`config.mk`:
```
export PLATFORM = sky130hd
export DESIGN_NAME = tile_match_engine
export DESIGN_NICKNAME = d
export VERILOG_FILES = /design/src/rtl/tile_match_engine.sv
export SDC_FILE = /design/constraint.sdc
export NUM_CORES = 1
export LEC_CHECK = 0
export CAP_MARGIN = 20
export CORE_AREA = 8 8 99 101
export CTS_CLUSTER_SIZE = 8
export DETAILED_ROUTE_END_ITERATION = 8
export DIE_AREA = 0 0 107 109
export GPL_TIMING_DRIVEN = 0
export HOLD_SLACK_MARGIN = 0.15
export PLACE_DENSITY_LB_ADDON = 0.1
export SLEW_MARGIN = 30
export SYNTH_ARGS = -nofsm -noshare
export SYNTH_HDL_FRONTEND = slang
export SYNTH_SLANG_ARGS = --single-unit
```
`constraint.sdc`:
```
create_clock -name gameClk -period 5 [get_ports gameClk]
set_input_delay 0.5 -clock gameClk [delete_from_list [all_inputs] [get_ports gameClk]]
set_output_delay 0.5 -clock gameClk [all_outputs]
set_load 0.02 [all_outputs]
```
`src/rtl/tile_match_engine.sv`:
```
// tile_match_engine
//   Game-side initiator for the dual-port tile RAM. Takes two player selections, reads both
//   tiles' colours, then either blanks the pair in RAM (match) or shows both tiles for
//   MISS_HOLD cycles before hiding them again (miss). Keeps the reveal/matched masks for the
//   video overlay and the pair score.
// Ports
//   gameClk, reset          clock and asynchronous active-high reset
//   selValid, selIdx        one-cycle selection pulse and tile index 0..15
//   addrA/addrB             RAM addresses (first / second selected tile)
//   writeA/writeB, weA/weB  RAM write data (always BLANK) and write enables
//   readA/readB             RAM read data, one-cycle registered latency
//   revealMask/matchedMask  face-up tiles / matched tiles
//   busy                    selections ignored while high
//   matchPulse/missPulse    one-cycle outcome strobes
//   score, gameDone         pairs matched; gameDone while score == PAIRS
module tile_match_engine #(
  parameter int unsigned MISS_HOLD = 25_000_000,
  parameter logic [7:0]  BLANK     = 8'h00,
  parameter int unsigned PAIRS     = 8
) (
  input  logic        gameClk,
  input  logic        reset,
  input  logic        selValid,
  input  logic [3:0]  selIdx,
  output logic [3:0]  addrA,
  output logic [3:0]  addrB,
  output logic [7:0]  writeA,
  output logic [7:0]  writeB,
  output logic        weA,
  output logic        weB,
  input  logic [7:0]  readA,
  input  logic [7:0]  readB,
  output logic [15:0] revealMask,
  output logic [15:0] matchedMask,
  output logic        busy,
  output logic        matchPulse,
  output logic        missPulse,
  output logic [3:0]  score,
  output logic        gameDone
);

  localparam int unsigned HoldW = (MISS_HOLD > 1) ? $clog2(MISS_HOLD) : 1;
  localparam logic [HoldW-1:0] HoldLoad = HoldW'(MISS_HOLD - 1);
  localparam logic [3:0] PairsCnt = 4'(PAIRS);

  typedef enum logic [2:0] {
    StIdle, StOneUp, StFetch, StCmp, StClear, StShow
  } stateE;

  stateE            stateQ, stateD;
  logic [3:0]       firstIdxQ, firstIdxD;
  logic [3:0]       secondIdxQ, secondIdxD;
  logic [15:0]      revealQ, revealD;
  logic [15:0]      matchedQ, matchedD;
  logic [3:0]       scoreQ, scoreD;
  logic [HoldW-1:0] holdQ, holdD;

  logic [15:0] selBit;
  logic [15:0] pairBits;
  logic        selOk;

  assign selBit   = 16'h0001 << selIdx;
  assign pairBits = (16'h0001 << firstIdxQ) | (16'h0001 << secondIdxQ);
  // State gating (IDLE/ONE_UP) is applied in the FSM below.
  assign selOk    = selValid && !gameDone && !matchedQ[selIdx] && !revealQ[selIdx];

  always_ff @(posedge gameClk or posedge reset) begin
    if (reset) begin
      stateQ     <= StIdle;
      firstIdxQ  <= 4'd0;
      secondIdxQ <= 4'd0;
      revealQ    <= 16'h0000;
      matchedQ   <= 16'h0000;
      scoreQ     <= 4'd0;
      holdQ      <= '0;
    end else begin
      stateQ     <= stateD;
      firstIdxQ  <= firstIdxD;
      secondIdxQ <= secondIdxD;
      revealQ    <= revealD;
      matchedQ   <= matchedD;
      scoreQ     <= scoreD;
      holdQ      <= holdD;
    end
  end

  always_comb begin
    stateD     = stateQ;
    firstIdxD  = firstIdxQ;
    secondIdxD = secondIdxQ;
    revealD    = revealQ;
    matchedD   = matchedQ;
    scoreD     = scoreQ;
    holdD      = holdQ;
    busy       = 1'b0;
    weA        = 1'b0;
    weB        = 1'b0;
    matchPulse = 1'b0;
    missPulse  = 1'b0;

    case (stateQ)
      StIdle: begin
        if (selOk) begin
          firstIdxD = selIdx;
          revealD   = revealQ | selBit;
          stateD    = StOneUp;
        end
      end
      StOneUp: begin
        if (selOk) begin
          secondIdxD = selIdx;
          revealD    = revealQ | selBit;
          stateD     = StFetch;
        end
      end
      StFetch: begin
        // Addresses are stable this cycle; RAM registers both colours at its end.
        busy   = 1'b1;
        stateD = StCmp;
      end
      StCmp: begin
        busy = 1'b1;
        if (readA == readB) begin
          stateD = StClear;
        end else begin
          holdD  = HoldLoad;
          stateD = StShow;
        end
      end
      StClear: begin
        // The two indices always differ, so both ports never write the same word.
        busy       = 1'b1;
        weA        = 1'b1;
        weB        = 1'b1;
        matchPulse = 1'b1;
        matchedD   = matchedQ | pairBits;
        revealD    = revealQ & ~pairBits;
        if (scoreQ < PairsCnt) begin
          scoreD = scoreQ + 4'd1;
        end
        stateD = StIdle;
      end
      StShow: begin
        busy = 1'b1;
        // Counter only equals its load value on the first SHOW cycle.
        missPulse = (holdQ == HoldLoad);
        if (holdQ == '0) begin
          revealD = revealQ & ~pairBits;
          stateD  = StIdle;
        end else begin
          holdD = holdQ - 1'b1;
        end
      end
      default: stateD = StIdle;
    endcase
  end

  assign addrA       = firstIdxQ;
  assign addrB       = secondIdxQ;
  assign writeA      = BLANK;
  assign writeB      = BLANK;
  assign revealMask  = revealQ;
  assign matchedMask = matchedQ;
  assign score       = scoreQ;
  assign gameDone    = (scoreQ == PairsCnt);

endmodule
```
==> results_dict.tcl <==
set metrics [dict create \
    rows 34 \
    clk_path_buf_depth 2 \
    cts.htree.levels 3 \
    num_vias 3456 \
    powerDensity_mw_per_mm2 554.8 \
    antenna_left 0 \
    rsz0062_at_grt "false" \
    yosysTopAreaCellShare_pct 45.11 \
    max_clock_freq_mhz 321.2 \
    synth.avg_cell_area_um2 9.765 \
    maxSlewViolCount 0 \
    drt_iter0_markers 159 \
    slew-limit-headroom_pct 59.17 \
    first_global_vias 3471 \
    grt-ovfl-total 0 \
    cp-start-kind "flop" \
    pin_count 89 \
    yosysTopAreaCell "dfrtp_1" \
    status "finished, final reports clean" \
    syn_area_mm2 0.003994 \
    placed_cells_incl_taps 604 \
    antenna_found_initial 0 \
    hold_viol 0 \
    ys_warn_count 0 \
    final_nets 535 \
    worstPathRequired_ps 4500 \
    grt_max_degree 46 \
    drive_gt1_share_pct 11.33 \
    insertion_delay_ps 350 \
    clock-root-buffer "clkbuf_8" \
    end_kind "primary output" \
    drv_cap 0 \
    core_area_mm2 0.008381 \
    grt_pass1_wl_um 17290 \
    area_growth_pct 29.29 \
    arrival_ps 2610 \
    period_share_pct 62.27 \
    ys_ff_latch 72 \
    cts_num_sinks 72 \
    clkTransAtPathRegs_ps 70 \
    cts_setup_buffers 0 \
    async_reset_ff_share_pct 100.0 \
    wirelength_um 10690 \
    synth_edf_count 0 \
    yosys.cell_types.count 60 \
    critPathKind "reg -> out" \
    yosys_most_used_dff "dfrtp_1" \
    cts_resized 0 \
    track_usage_pct 18.67 \
    dieHeight_um 109 \
    drc 0 \
    crit_path_max_fanout 8 \
    worstMarginPinSlew_ps 611.8 \
    leakage_nw 2.077 \
    syn_inst 409 \
    die-area_mm2 0.01166 \
    numCtsBuffers 9 \
    clock_skew_ps 11.11 \
    synth_area_leaders "dfrtp_1 (45%), buf_4 (3.6%), xnor2_1 (3.3%)" \
    final_cell_mix "dfrtp_1 (72), clkdlybuf4s50_1 (71), nand2_1 (27), nor2_1 (25), o21ai_0 (20)" \
    wl_per_cell_um 17.24 \
    ir_drop_mv 0.2048 \
    port-buffer-count 71 \
    fin_crit_ps 3114 \
    hold_buffers 0 \
    seq_area_frac_synth_pct 45.11 \
    fp.dieW_um 107 \
    diodes 0 \
    vias_per_cell 5.574 \
    initial_utilization_pct 47.66 \
    cts_tree "done" \
    stdcell_count 620 \
    finalSetupViolations 0 \
    place_hpwl_um 8105 \
    gp_congestion 0.8959 \
    setup_tns_ps 0 \
    final_common_cell "dfrtp_1" \
    hold_path.class "reg -> reg" \
    firstDrtPassIters 4 \
]
==> through the flow <==
step	power, mW	util [%]	worst slack, ps	hold slack (ps)	cell area [um2]
after detailed placement	2.306	58.69	1690	472.5	4918
after global routing	3.029	61.62	1705	507.6	5164
after floorplan	1.715	-	2576	465.2	4050
after global placement	2.280	58.42	1439	468.8	4896
final	2.865	61.62	1886	487.7	5164
after CTS	2.876	61.62	1858	490.9	5164
==> logic make-up after synthesis <==
| family | synth area share [%] |
|---|---|
| AO/OA/AOI/OAI | 17.58 |
| XOR/XNOR | 6.360 |
| adder cells (fa/ha/maj) | 1.566 |
| buffers and inverters | 6.140 |
| flip-flops | 45.11 |
| multiplexers | 2.256 |
| other | 0.09389 |
| AND/OR/NAND/NOR | 20.90 |
==> state kept, by name, summed over array words and instances (netlist names) <==
register	cells
holdQ	25
matchedMask	16
revealMask	16
addrA	4
addrB	4
score	4
stateQ	3
==> synthesized netlist by cell type, types with 2 or more instances <==
library cell,number
mux2_2,8
nor4_1,7
nor2_1,25
o21ai_0,20
o21bai_1,16
a21o_1,2
buf_4,19
nor3b_1,2
dfrtp_1,72
a22oi_1,7
clkbuf_1,14
nand3b_1,3
a21oi_1,7
o211ai_1,2
nand3_1,16
xor2_1,14
a41o_1,2
a211oi_1,4
o31a_1,2
nand2b_1,6
nand2_1,27
nor2b_1,10
and3_1,5
ha_1,5
o31ai_1,5
o31ai_4,2
o21ai_1,11
and2_1,9
nand4b_1,2
nor3_1,13
inv_1,9
xnor2_1,15
or4_1,5
a32oi_1,4
nand4_1,5
a31oi_1,4
or3_1,5
o21a_1,3
==> cell type report <==
type	count	area, um2
fill	744	3217
buffer	35	211.5
clock inverter	5	103.9
timing repair buffer	72	730.7
tap	108	135.1
sequential	72	1802
clock buffer	11	141.4
inverter	9	36.28
multi-input combinational	308	2003
==> layer usage <==
metal  up-vias  wire, um  global-route usage, %
met2       115      5458                  32.90
met1      1670      4365                  21.38
met3        18       642                  3.487
met5         -         0                      0
li1       1653         -                      -
met4         0       223                  9.347
==> power breakdown <==
part	internal [mW]	leakage [nW]	switching, mW
registers	0.769	0.820	0.208
clock network	0.346	0.124	0.222
logic	0.590	1.13	0.730
==> critical path, cell delays in order, from the launching register on <==
cell	delay, ps
dfrtp_1	320
clkbuf_1	290
nor2b_1	430
nand2b_1	90
clkbuf_1	210
inv_1	200
buf_4	130
clkdlybuf4s50_1	600
==> final timing paths <==
path	start	to	slack, ps	cells after the start
max	stateQ[2]$_DFFE_PP0P_	weA	1890	7
min	matchedMask[13]$_DFFE_PP0P_	matchedMask[13]$_DFFE_PP0P_	490	1
max reg2reg	holdQ[2]$_DFFE_PP0P_	holdQ[21]$_DFFE_PP0P_	2290	7
min reg2reg	matchedMask[13]$_DFFE_PP0P_	matchedMask[13]$_DFFE_PP0P_	490	1
max in group asynchronous	reset	score[1]$_DFFE_PP0P_	3870	3
min in group asynchronous	reset	revealMask[4]$_DFFE_PP0P_	570	2
No activity file was read; power rests on OpenSTA's default activity.
